### config.mk
export PLATFORM = sky130hd
export DESIGN_NAME = ram_fifo_ctrl
export DESIGN_NICKNAME = d
export VERILOG_FILES = /design/src/rtl/ram_fifo_ctrl.sv
export SDC_FILE = /design/constraint.sdc
export NUM_CORES = 1
export LEC_CHECK = 0
export BUFFER_PORTS_ARGS = -buffer_cell sky130_fd_sc_hd__buf_2
export CORE_ASPECT_RATIO = 1.5
export CORE_MARGIN = 1
export CORE_UTILIZATION = 56
export CTS_CLUSTER_DIAMETER = 100
export DETAILED_ROUTE_END_ITERATION = 8
export PLACE_DENSITY = 0.92
export SYNTH_ARGS = -nofsm -noshare
export SYNTH_HDL_FRONTEND = slang
export SYNTH_SLANG_ARGS = --single-unit
### constraint.sdc
create_clock -name clk -period 14.2 [get_ports clk]
set_input_delay 1.42 -clock clk [delete_from_list [all_inputs] [get_ports clk]]
set_output_delay 1.42 -clock clk [all_outputs]
set_load 0.005 [all_outputs]
### src/rtl/ram_fifo_ctrl.sv
// FIFO controller over an external dual-port RAM (1-cycle registered read) with a 2-entry output skid buffer.
// Optional registered occupancy/almost-full status under macro RAM_FIFO_LEVEL_EN.
module ram_fifo_ctrl #(
  parameter int DATA_WIDTH = 32,
  parameter int ADDR_WIDTH = 10,
  parameter int AF_THRESH  = (2**ADDR_WIDTH) - 4
) (
  input  logic                  clk,
  input  logic                  rst_n,
  input  logic                  s_valid,
  output logic                  s_ready,
  input  logic [DATA_WIDTH-1:0] s_data,
  output logic                  m_valid,
  input  logic                  m_ready,
  output logic [DATA_WIDTH-1:0] m_data,
  output logic                  ram_ena,
  output logic                  ram_wea,
  output logic [ADDR_WIDTH-1:0] ram_addra,
  output logic [DATA_WIDTH-1:0] ram_dina,
  output logic                  ram_enb,
  output logic                  ram_web,
  output logic [ADDR_WIDTH-1:0] ram_addrb,
  input  logic [DATA_WIDTH-1:0] ram_doutb,
  output logic                  empty,
  output logic                  full,
  output logic [ADDR_WIDTH+1:0] level,
  output logic                  almost_full
);
  localparam int DEPTH = 2**ADDR_WIDTH;
  localparam int CW    = ADDR_WIDTH + 1;
  localparam logic [CW-1:0] DEPTH_C = CW'(DEPTH);

  logic [ADDR_WIDTH-1:0] wr_ptr_q, wr_ptr_d, rd_ptr_q, rd_ptr_d;
  logic [CW-1:0]         ram_cnt_q, ram_cnt_d;
  logic [1:0]            obuf_cnt_q, obuf_cnt_d;
  logic                  rd_inflight_q, rd_inflight_d;
  logic [1:0][DATA_WIDTH-1:0] obuf_q, obuf_d;
  logic                  push, pop, issue;
  logic [2:0]            ob_need;

  assign s_ready = (ram_cnt_q != DEPTH_C);
  assign full    = !s_ready;
  assign push    = rst_n && s_valid && s_ready;
  assign m_valid = rst_n && (obuf_cnt_q != 2'd0);
  assign m_data  = obuf_q[0];
  assign pop     = m_valid && m_ready;
  assign empty   = (ram_cnt_q == '0) && (obuf_cnt_q == 2'd0) && !rd_inflight_q;

  // Slots the output buffer will need once everything already committed lands.
  assign ob_need = {1'b0, obuf_cnt_q} + {2'b0, rd_inflight_q} - {2'b0, pop};
  assign issue   = rst_n && (ram_cnt_q != '0) && (ob_need < 3'd2);

  assign ram_ena   = push;
  assign ram_wea   = push;
  assign ram_addra = push ? wr_ptr_q : '0;
  assign ram_dina  = push ? s_data : '0;
  assign ram_enb   = issue;
  assign ram_web   = 1'b0;
  assign ram_addrb = issue ? rd_ptr_q : '0;

  assign wr_ptr_d      = push  ? wr_ptr_q + 1'b1 : wr_ptr_q;
  assign rd_ptr_d      = issue ? rd_ptr_q + 1'b1 : rd_ptr_q;
  assign ram_cnt_d     = ram_cnt_q + CW'(push) - CW'(issue);
  assign rd_inflight_d = issue;

  // Pop shifts the head out first, so a same-cycle capture lands behind any survivor.
  always_comb begin
    logic [1:0] cnt;
    obuf_d = obuf_q;
    cnt    = obuf_cnt_q;
    if (pop) begin
      obuf_d[0] = obuf_q[1];
      cnt       = cnt - 2'd1;
    end
    if (rd_inflight_q) begin
      obuf_d[cnt[0]] = ram_doutb;
      cnt            = cnt + 2'd1;
    end
    obuf_cnt_d = cnt;
  end

  always_ff @(posedge clk) begin
    if (!rst_n) begin
      wr_ptr_q      <= '0;
      rd_ptr_q      <= '0;
      ram_cnt_q     <= '0;
      obuf_cnt_q    <= '0;
      rd_inflight_q <= 1'b0;
      obuf_q        <= '0;
    end else begin
      wr_ptr_q      <= wr_ptr_d;
      rd_ptr_q      <= rd_ptr_d;
      ram_cnt_q     <= ram_cnt_d;
      obuf_cnt_q    <= obuf_cnt_d;
      rd_inflight_q <= rd_inflight_d;
      obuf_q        <= obuf_d;
    end
  end

`ifdef RAM_FIFO_LEVEL_EN
  localparam logic [ADDR_WIDTH+1:0] AF_L = (ADDR_WIDTH+2)'(AF_THRESH);
  logic [ADDR_WIDTH+1:0] level_q, level_d;

  // Issue and capture only move words inside the FIFO; occupancy changes on push/pop alone.
  assign level_d = level_q + (ADDR_WIDTH+2)'(push) - (ADDR_WIDTH+2)'(pop);

  always_ff @(posedge clk) begin
    if (!rst_n) level_q <= '0;
    else        level_q <= level_d;
  end

  assign level       = level_q;
  assign almost_full = (level_q >= AF_L);
`else
  assign level       = '0;
  assign almost_full = 1'b0;
`endif

endmodule

; Word level (Yosys, flattened, before mapping)
; Index checks and enable logic that the tools add are counted.
[op_classes]
addsub = 8
bitwise_logic = 0
mux = 10
n_mul = 0
shifts = 0
eq_ne = 1
reduce_logical = 15
n_div = 0
order_cmp = 3
[op_table]
columns = operator, n
row1 = two-way mux 32 bit, 4
row2 = bitwise mux 64 bit, 1
row3 = demux 32 bit (select 1 bit), 1
row4 = adder 10 x 1 -> 10 bit (second input constant), 2
row5 = two-way mux 10 bit, 2
row6 = adder 11 x 1 -> 11 bit, 1
row7 = zero test 11 bit, 1
row8 = inequality test 11 bit (second input constant), 1
row9 = nonzero test 11 bit, 1
row10 = subtractor 11 x 1 -> 11 bit, 1
row11 = logical AND 1 bit, 9
row12 = two-way mux 2 bit, 2
row13 = adder 2 x 1 -> 3 bit, 1
row14 = less-than comparator 3 x 2 -> 1 bit (second input constant), 1
row15 = subtractor 3 x 1 -> 3 bit, 1
row16 = adder 2 x 1 -> 2 bit (second input constant), 1
row17 = zero test 1 bit, 2
row18 = zero test 2 bit, 1
row19 = less-than comparator 1 x 2 -> 1 bit (second input constant), 1
row20 = nonzero test 2 bit, 1
row21 = subtractor 2 x 1 -> 2 bit (second input constant), 1
row22 = greater-or-equal comparator 1 bit (second input constant), 1
[totals]
out_inout_bits = 105
latchBits = 0
elab_cells = 44
mem_bits_ro = 0
ramBits = 0
memories = 0
reg_bits = 98

; Longest topological paths before layout
; Gate-level depths: netlist of the first run.
[logic_depth]
word_depth = 10
mapped_depth = 21
depth_no_buf = 18

; Worst setup path after synthesis of the first run
; Ideal clock, no wire load.
[synth_path]
kind = input -> register
from = input port rst_n
to = register ram_cnt_q[10]
t_arrival_ns = 5.372
n_path_buf = 4
slack_ns = 8.748
path_stages = 20
path_cell_list = buf_4 nand3b_4 inv_1 clkbuf_1 ha_1 nand2b_1 fa_1 nand2_1 a311oi_1 buf_2 buf_2 ha_1 inv_1 ha_1 fa_1 a211o_1 a31oi_1 nor4b_1 o21ai_0 nor3b_1
[synth_via]
elab_chain_cells = 6
elab_cells_between_ends = 10
cone_classes = 3 x add/sub / 1 x order compare / 6 x reduce/logical
[synth_lines]
columns = item, line
row1 = "start, declared", 9  ; input logic rst_n,
row2 = logical AND 1 bit, 44  ; assign m_valid = rst_n && (obuf_cnt_q != 2'd0);
row3 = logical AND 1 bit, 46  ; assign pop = m_valid && m_ready;
row4 = subtractor 3 x 1 -> 3 bit, 50  ; assign ob_need = {1'b0, obuf_cnt_q} + {2'b0, rd_inflight_q} - {2'b0, pop};
row5 = less-than comparator 3 x 2 -> 1 bit, 51  ; assign issue = rst_n && (ram_cnt_q != '0) && (ob_need < 3'd2);
row6 = logical AND 1 bit *, 51
row7 = net ram_enb, 20  ; output logic ram_enb,
row8 = subtractor 11 x 1 -> 11 bit *, 63  ; assign ram_cnt_d = ram_cnt_q + CW'(push) - CW'(issue);
row9 = "end signal, assigned", 93  ; ram_cnt_q <= ram_cnt_d;
row10 = "end, declared", 34  ; logic [CW-1:0] ram_cnt_q, ram_cnt_d;
; Mark *: on every way through the listed nets, which the timed path passes. The rest lies on a longest branch.
; A chain may end at the register's enable or synchronous reset.

; Final worst setup path of the first run
[layout_path]
from = input port rst_n
to = output port ram_addrb[2]
[layout_via]
elab_chain_cells = 6
elab_cells_between_ends = 7
cone_classes = 1 x add/sub / 1 x order compare / 1 x mux / 4 x reduce/logical
[layout_lines]
columns = item, line
row1 = logical AND 1 bit, 44
row2 = logical AND 1 bit, 46
row3 = subtractor 3 x 1 -> 3 bit, 50
row4 = less-than comparator 3 x 2 -> 1 bit, 51
row5 = logical AND 1 bit *, 51
row6 = two-way mux 10 bit *, 59  ; assign ram_addrb = issue ? rd_ptr_q : '0;
row7 = "end, declared", 22  ; output logic [ADDR_WIDTH-1:0] ram_addrb,
; Every way passes the cells marked *; elsewhere a longest branch is shown, timed or not.

==> impl_metrics.yaml, run 1 <==
route:
  drc: 0
  first_iter_violations: 172
  wl_per_cell_microns: 14.4
  viasPerCell: 5.35
  drt_first_pass_iters: 4
  routed_wl_microns: 12000
  ant_nets: 0
  num_vias: 4450
critical_path:
  worstPathArrival_ns: 4.99
  cp_slowest_cell: "inv_1"
  cp_num_buf_inv: 4
  required_ns: 12.78
  cp_top_family: "buffers and inverters"
  crit_top_cell: "buf_2"
  crit_fanout: 36
  path_cells: "buf_2, nand3b_4, inv_1, ha_1, nand2b_1, fa_1, nand2_1, a311oi_2, buf_4, and2_1, buf_2"
  worst_setup_path_end_kind: "output port"
  max_stage_delay_ns: 0.92
  crit_path_start_kind: "input pin"
  critical_path_class: "input pin to output port"
clock_network:
  cts_hold_repair.buffers: 0
  path_clk_slew_ns: 0.06
  cts_sinks: 98
  clock_latency_ns: 0.34
  cts_setup_buffers: 0
  cts_tree: "done"
  cts_resized: 0
  clock_path_buffers: 2
  htreeDepth: 3
  cts_inserted_buffers: 9
  cts-root-buf: "clkbuf_16"
run:
  max-cap-violations: 0
finish:
  layout.nets: 805
  layout.cells.non_filler: 832
  drive_gt1_share_pct: 30.1
  n_fill_cell: 759
  antennaDiodeCount: 0
  area_delta_synth_final_pct: 13.9
global_route:
  grt_pass1_wl_microns: 18800
  grt_pass1_vias: 4226
  grt_overflow: 0
  grt_usage_pct: 23.9
  antenna_found_initial: 0
  grt_max_degree: 84
power_and_ir_drop:
  ir_worst_vdd_mv: 0.106
  p_leak_nw: 2.80
  clkPwrFrac_pct: 20.1
  combPwrFrac_pct: 45.4
  pwr-share-seq_pct: 34.5
  p_sw_mw: 0.433
  p_int_mw: 0.711
  p_per_area_mw_per_mm2: 185
  p_sw_share_pct: 37.9
die:
  core-area_sq_mm: 0.00931
  fp.dieArea_sq_mm: 0.0101
  placementRows: 43
  start_util_pct: 58.3
  boundaryPins: 173
  die_w_microns: 82.4
  die_h_microns: 123
yosys:
  ys_warn_count: 0
  async_flop_share_pct: 0
  seq_area_frac_synth_pct: 36.2
  synth_cell_types: 46
  ys_ff_latch: 98
  synthCells: 612
  synth_area_sq_mm: 0.00542
  avgSynthCellArea_sq_um: 8.86
  synth_top_cell_area_share_pct: 36.2
  synthFlopType: "dfxtp_1"
  ys_top_cells_by_area: "dfxtp_1, a311oi_2, mux2i_1"
  synth_largest_area_cell: "dfxtp_1"
  synth_edf_count: 0
timing:
  fmax_ghz: 0.156
  grt_setup_unrepaired: "no"
  slew_headroom_pct: 27.7
  clock_skew_ns: 0.00579
  tightest_slew_ns: 1.08
  layout_min_cycle_time_ns: 6.41
  finalSetupViolCount: 0
  timing.final.crit_share_pct: 45.1
  hold_violations: 0
  slew_violations: 0
  tns_ns: 0
place:
  hpwl_microns: 8370
  io_buffers: 158
  gp_congestion: 0.842
  dp_cells: 816
run_status:
  status: "finished clean"
worst_hold_path:
  min_path_type: "flop to flop"
==> cell type report <==
type                            instances  area (sq um)  share of cell area (%)
Clock buffer                           12           256                    4.15
Clock inverter                          4          26.3                   0.425
Inverter                               22          83.8                    1.36
Multi-Input combinational cell        423          2900                    46.9
Sequential cell                        98          1960                    31.8
Tap cell                              112           140                    2.27
Timing Repair Buffer                  161           813                    13.2
==> worst register-to-register path, stage by stage (launching register included) <==
cell and delay [ns]:
dfxtp_1 0.44, inv_1 0.07, ha_1 0.23, nand3b_4 0.44
inv_1 0.92, ha_1 0.38, nand2b_1 0.16, fa_1 0.49
nand2_1 0.07, a311oi_2 0.26, buf_4 0.27, ha_1 0.15
inv_1 0.04, ha_1 0.20, fa_1 0.43, a211o_1 0.32
a31oi_1 0.26, nor4b_1 0.10, o21ai_0 0.16, nor3b_1 0.19
==> cells in the mapped netlist, types with 2 or more instances <==
cell type	count
nor4b_1	2
nor3_1	5
buf_6	7
xor2_1	14
and4_1	2
nand3_1	4
nand2b_1	3
a311oi_2	32
a21o_1	2
nand2_1	81
a211oi_1	2
mux2i_1	37
and2_1	58
nor2b_1	7
buf_4	48
fa_1	2
and3_1	6
a311oi_1	2
nand4_1	9
clkbuf_1	19
dfxtp_1	98
buf_2	7
a31oi_1	3
o21ai_0	3
a21oi_1	5
nor2_1	85
inv_1	22
xnor2_1	10
ha_1	20
==> power groups by stage <==
stage          clock (mW)  combinational (mW)  sequential, mW
6_report            0.230               0.519           0.394
3_3_place_gp            0               0.490           0.396
3_5_place_dp            0               0.514           0.399
4_1_cts             0.234               0.520           0.394
5_1_grt             0.244               0.578           0.403
2_1_floorplan           0               0.456           0.386
==> worst paths after layout <==
| kind | start | to | slack (ns) | cells after the start |
|---|---|---|---|---|
| max | rst_n | ram_addrb[2] | 7.79 | 11 |
| min | obuf_q[56] | obuf_q[56] | 0.50 | 2 |
| max reg2reg | obuf_cnt_q[0] | ram_cnt_q[10] | 8.52 | 19 |
| min reg2reg | obuf_q[56] | obuf_q[56] | 0.50 | 2 |
==> sequential cells by signal, summed over array words and instances (netlist names) <==
signal,flops
ram_cnt_q,11
rd_ptr_q,10
rd_inflight_q,1
obuf_cnt_q,2
wr_ptr_q,10
obuf_q,32
m_data,32
==> metrics by stage <==
step                setup WS, ns  cell area, sq um  util, %  power, mW  hold slack [ns]
floorplan                   8.75              5470        -      0.842            0.440
global placement            7.65              5900     63.3      0.886            0.473
detailed placement          7.55              5900     63.3      0.913            0.484
CTS                         7.74              6180     66.4       1.15            0.501
global route                7.46              6180     66.4       1.23            0.515
finish                      7.79              6180     66.4       1.14            0.497
==> layer usage <==
metal	vias to the layer above	global-route usage (%)	wire length (microns)	share of wire (%)
li1	2179	-	-	-
met1	2120	27.7	4990	42
met5	-	0	0	0
met2	131	42.5	6180	52
met4	0	8.44	239	2.0
met3	20	4.83	558	4.7
==> layout by cell type (no fill, tap or decap), types with 2 or more instances in the layout <==
cell type  netlist  final
xor2_1          14     14
nand2b_1         3      3
clkinv_2         0      3
clkbuf_16        0      9
dfxtp_1         98     98
conb_1           1     14
mux2i_1         37     37
and4_1           2      2
a21o_1           2      2
or2_2            1      2
and3_1           6      6
nand3_1          4      4
nor2_1          85     85
buf_4           48      3
a311oi_2        32     33
a211oi_1         2      2
o21ai_0          3      3
buf_2            7    158
inv_1           22     21
and2_1          58     58
clkbuf_8         0      2
nand2_1         81     81
nor4b_1          2      2
nor2b_1          7      7
nand4_1          9      9
xnor2_1         10     10
ha_1            20     19
nor3_1           5      5
fa_1             2      2
a21oi_1          5      5
a31oi_1          3      3
==> cell families after synthesis <==
group                      count (synthesis)  synth area share [%]
AOI/OAI and AO/OA                         58                  12.4
xor gates and xnor gates                  25                  4.18
adders and majority gates                 22                  5.35
buffers and inverters                    104                  11.6
DFF                                       98                  36.2
muxes                                     37                  6.83
other                                      1                0.0691
and+or+nand+nor                          267                  23.4
No activity file was read; power rests on OpenSTA's default activity.
==> run 2, diff against run 1 <==
- CORE_UTILIZATION: 56 -> 47
- PLACE_DENSITY: 0.92 -> 0.83
- clock period: 14.2 -> 5.2 ns (I/O delays scaled with it)
==> run 2 against run 1 <==
- design area is 1.5% higher
- clock power grew to 2.9 times the previous value
- sequential cell count stayed put
- largest power group unchanged
- sequential share of layout area is 0.48 points lower
==> impl_metrics.yaml, run 2 (synthesized netlist as in run 1, its figures left out) <==
power_and_ir_drop:
  p_leak_nw: 2.83
  p_sw_mw: 1.17
  p_int_mw: 1.98
  combPwrFrac_pct: 44.4
  ir_worst_vdd_mv: 0.250
  clkPwrFrac_pct: 21.5
  pwr-share-seq_pct: 34.2
  p_per_area_mw_per_mm2: 503
  p_sw_share_pct: 37.2
clock_network:
  cts_hold_repair.buffers: 0
  clock_path_buffers: 2
  cts_inserted_buffers: 9
  path_clk_slew_ns: 0.07
  clock_latency_ns: 0.34
  cts_sinks: 98
  htreeDepth: 3
  cts-root-buf: "clkbuf_16"
  cts_setup_buffers: 0
  cts_resized: 0
  cts_tree: "done"
run_status:
  status: "finished clean"
critical_path:
  path_cells: "inv_1, ha_1, nand3b_4, inv_1, ha_1, nand2b_1, fa_1, nand2_1, a311oi_2, buf_4, ha_1, inv_1, ha_1, fa_1, a211o_1, a31oi_1, nor4b_1, nor3_1, nor3b_1"
  cp_slowest_cell: "fa_1"
  crit_cells: 19
  r2r_start: "obuf_cnt_q[0]"
  rr_endpoint: "ram_cnt_q[10]"
  cp_top_family: "adder cells"
  worst_setup_path_end_kind: "flop"
  crit_path_end: "ram_cnt_q[10]"
  crit_path_start_kind: "flop"
  cp_num_buf_inv: 4
  rrSetupSlack_ns: 0.91
  startpoint: "obuf_cnt_q[0]"
  critical_path_class: "flop to flop"
  required_ns: 5.39
  max_stage_delay_ns: 0.50
  reg2regPathDepth: 19
  crit_fanout: 21
  worstPathArrival_ns: 4.48
  crit_top_cell: "ha_1"
timing:
  tightest_slew_ns: 1.04
  hold-worst-slack_ns: 0.439
  tns_ns: 0
  slew_violations: 0
  fmax_ghz: 0.233
  clock_skew_ns: 0.00855
  layout_min_cycle_time_ns: 4.29
  finalSetupViolCount: 0
  timing.final.crit_share_pct: 82.5
  hold_violations: 0
  grt_setup_unrepaired: "no"
  slew_headroom_pct: 30.9
finish:
  mostFrequentLayoutCells: "buf_2, dfxtp_1, nor2_1"
  drive_gt1_share_pct: 30.7
  area_delta_synth_final_pct: 15.7
  layout.nets: 809
  antennaDiodeCount: 0
  fin_area_sq_mm: 0.00627
  mostFrequentLayoutCell: "buf_2"
  final_util_pct: 56.4
place:
  gp_congestion: 0.797
  hpwl_microns: 8510
  io_buffers: 158
  placed_area_sq_mm: 0.00597
die:
  core-area_sq_mm: 0.0111
  start_util_pct: 48.8
  die_h_microns: 134
  die_w_microns: 89.7
  fp.dieArea_sq_mm: 0.0120
  boundaryPins: 173
  placementRows: 47
route:
  first_iter_violations: 164
  drc: 0
  num_vias: 4338
  viasPerCell: 4.98
  ant_nets: 0
  routed_wl_microns: 11900
  wl_per_cell_microns: 13.6
  drt_first_pass_iters: 4
global_route:
  antenna_found_initial: 0
  grt_pass1_vias: 4103
  grt_usage_pct: 19.7
  grt_pass1_wl_microns: 19400
  grt_max_degree: 56
  grt_overflow: 0
worst_hold_path:
  min_path_type: "input pin to flop"
run:
  max-cap-violations: 0
[run 2: cell types whose count changed in the layout (fill, tap and decap cells not counted)]
cell,previous run,this run
inv_6,0,1
clkbuf_8,2,1
buf_4,3,7
clkbuf_1,1,0
bufinv_16,0,1
[run 2: how the worst min path moves through the flow]
| stage | startpoint | end | slack (ns) | cells after the start |
|---|---|---|---|---|
| after detailed placement | rd_ptr_q[6] | rd_ptr_q[6] | 0.47 | 1 |
| after global routing | ram_doutb[0] | obuf_q[32] | 0.44 | 3 |
| after global placement | rd_ptr_q[6] | rd_ptr_q[6] | 0.46 | 1 |
| after CTS | ram_doutb[16] | obuf_q[48] | 0.43 | 3 |
| after floorplan | rd_ptr_q[6] | rd_ptr_q[6] | 0.44 | 1 |
| final | ram_doutb[16] | obuf_q[48] | 0.44 | 3 |
[run 2: layout make-up]
class                           instances  area, sq um
Clock buffer                           10          239
Clock inverter                          6         65.1
Fill cell                            1024         4840
Inverter                               22         83.8
Multi-Input combinational cell        423         2900
Sequential cell                        98         1960
Tap cell                              147          184
Timing Repair Buffer                  165          843
[run 2: stage by stage]
step	cells	worst slack, ns	power, mW
6_report	871	0.912	3.15
3_3_place_gp	855	1.01	2.45
2_1_floorplan	625	0.569	2.30
5_1_grt	871	0.574	3.38
3_5_place_dp	855	0.911	2.50
4_1_cts	871	0.895	3.18
[run 2: power groups by stage]
stage / Sequential, mW / Clock (mW) / Combinational [mW]
floorplan: 1.06 / 0 / 1.24
global placement: 1.09 / 0 / 1.37
detailed placement: 1.09 / 0 / 1.41
CTS: 1.08 / 0.687 / 1.41
global route: 1.10 / 0.721 / 1.56
finish: 1.08 / 0.677 / 1.40
[run 2: worst min-delay path: stages]
cell and delay, ns:
buf_2 0.09, mux2i_1 0.06, nor2_1 0.07
[run 2: routing by layer]
layer / vias to the layer above / global-route usage (%) / wire length (microns)
met3: 8 / 2.74 / 319
met4: 0 / 6.65 / 126
met5: - / 0 / 0
met1: 2057 / 24.4 / 5390
met2: 82 / 34.9 / 6020
li1: 2191 / - / -
==> run 3, diff against run 2 <==
- clock period: 5.2 -> 3.78 ns (I/O delays scaled with it)
==> run 3 against run 2 <==
- routed wire length shrank 1.6%
- design area up 3.0%
- fmax rose by 15%
- total power grew 44%
- combinational power rose by 58%
- largest cell class unchanged
==> impl_metrics.yaml, run 3 (synthesized netlist as in run 1, its figures left out) <==
power_and_ir_drop:
  p_leak_nw: 2.89
  p_per_area_mw_per_mm2: 703
  ir_worst_vdd_mv: 0.318
  finalPower_mw: 4.54
clock_network:
  cts_sinks: 98
  path_clk_slew_ns: 0.07
  cts_tree: "done"
  cts_inserted_buffers: 9
  clock_latency_ns: 0.34
  htreeDepth: 3
  clock_path_buffers: 2
  cts_hold_repair.buffers: 0
  cts-root-buf: "clkbuf_16"
global_route:
  grt_pass1_wl_microns: 19400
  antenna_found_initial: 0
  grt_pass1_vias: 4114
  grt_max_degree: 65
  grt_overflow: 0
  grt_usage_pct: 19.7
route:
  wl_per_cell_microns: 13.3
  first_iter_violations: 200
  num_vias: 4348
  drc: 0
  routed_wl_microns: 11700
  drt_first_pass_iters: 4
  viasPerCell: 4.95
  ant_nets: 0
die:
  start_util_pct: 48.8
  core-area_sq_mm: 0.0111
  die_h_microns: 134
  placementRows: 47
  fp.dieArea_sq_mm: 0.0120
  die_w_microns: 89.7
  boundaryPins: 173
critical_path:
  crit_fanout: 3
  required_ns: 4.01
  critical_path_class: "flop to flop"
  worst_setup_path_end_kind: "flop"
  reg2regPathDepth: 19
  rrSetupSlack_ns: 0.05
  crit_path_start_kind: "flop"
  worstPathArrival_ns: 3.96
  r2r_start: "obuf_cnt_q[1]"
  rr_endpoint: "ram_cnt_q[6]"
finish:
  antennaDiodeCount: 0
  n_fill_cell: 991
  multiInputGateArea_sq_mm: 0.00304
  mostFrequentLayoutCells: "buf_2, dfxtp_1, nor2_1"
  seq_area_sq_mm: 0.00197
  layout.nets: 817
  drive_gt1_share_pct: 33.9
  area_delta_synth_final_pct: 19.1
  mostFrequentLayoutCell: "buf_2"
timing:
  clock_skew_ns: 0.00449
  hold_violations: 0
  fmax_ghz: 0.268
  slew_violations: 0
  finalSetupViolCount: 0
  tightest_slew_ns: 0.790
  tns_ns: 0
  setup_slack_ns: 0.0474
  layout_min_cycle_time_ns: 3.73
  slew_headroom_pct: 47.3
  timing.final.crit_share_pct: 98.7
  grt_setup_unrepaired: "yes"
place:
  io_buffers: 158
  dp_slack_ns: -0.0421
  gp_congestion: 0.839
  hpwl_microns: 8380
run:
  max-cap-violations: 0
worst_hold_path:
  min_path_type: "input pin to flop"
  hold_depth: 3
  min_to: "obuf_q[53]"
  worstHoldStart: "ram_doutb[21]"
run_status:
  status: "finished clean"
-- run 3: worst max path at each step --
stage | startpoint | to | slack (ns) | cells past startpoint
2_1_floorplan | obuf_cnt_q[0] | ram_cnt_q[10] | -0.32 | 21
3_3_place_gp | obuf_cnt_q[1] | ram_cnt_q[10] | 0.06 | 18
3_5_place_dp | obuf_cnt_q[1] | ram_cnt_q[10] | -0.04 | 18
4_1_cts | obuf_cnt_q[1] | ram_cnt_q[10] | 0.01 | 18
5_1_grt | obuf_cnt_q[1] | ram_cnt_q[6] | -0.1 | 19
6_report | obuf_cnt_q[1] | ram_cnt_q[6] | 0.05 | 19
-- run 3: critical path, cell delays in order (launching register included) --
cell and delay, ns:
dfxtp_2 0.33, inv_2 0.05, ha_4 0.16, nand3b_4 0.16
inv_4 0.07, ha_4 0.18, nand2b_4 0.13, fa_2 0.53
nand2_2 0.07, a311oi_4 0.28, ha_4 0.17, inv_2 0.04
ha_4 0.16, fa_2 0.33, a211o_1 0.33, a31oi_4 0.22
buf_4 0.14, o21bai_1 0.08, xnor2_1 0.13, nor2_1 0.05
-- run 3: timing repair --
item	4_1_cts	5_1_grt
resized for setup	2	6
pin swaps	9	2
setup buffers	3	0
endpoints found under the setup margin	1	5
-- run 3: metal layers --
metal,track usage (%),up-vias,routed length [microns]
li1,-,2209,-
met1,24.0,2032,5110
met2,34.6,93,5970
met3,3.20,14,419
met4,7.65,0,176
met5,0,-,0
-- run 3: where the power goes --
| part | leakage, nW | switching (mW) | internal [mW] |
|---|---|---|---|
| Combinational | 1.94 | 1.19 | 1.02 |
| Clock | 0.140 | 0.382 | 0.485 |
| Sequential | 0.802 | 0.155 | 1.31 |
-- run 3: area by class of cell --
class                   count  share of cell area (%)
clock buffers              13                    4.03
clock inverters             3                   0.349
inverters                  22                    1.34
multi-input cells         423                    47.0
flip-flops and latches     98                    30.5
well taps                 147                    2.85
repair buffers            173                    14.0
-- run 3: per-stage QoR --
step                utilization [%]  cells  instance area [sq um]  hold WS [ns]
finish                         58.1    879                   6460         0.288
global route                   58.1    879                   6460         0.296
CTS                            57.8    879                   6420         0.285
detailed placement             54.9    860                   6100         0.469
global placement               54.9    860                   6100         0.465
floorplan                         -    625                   5590         0.440
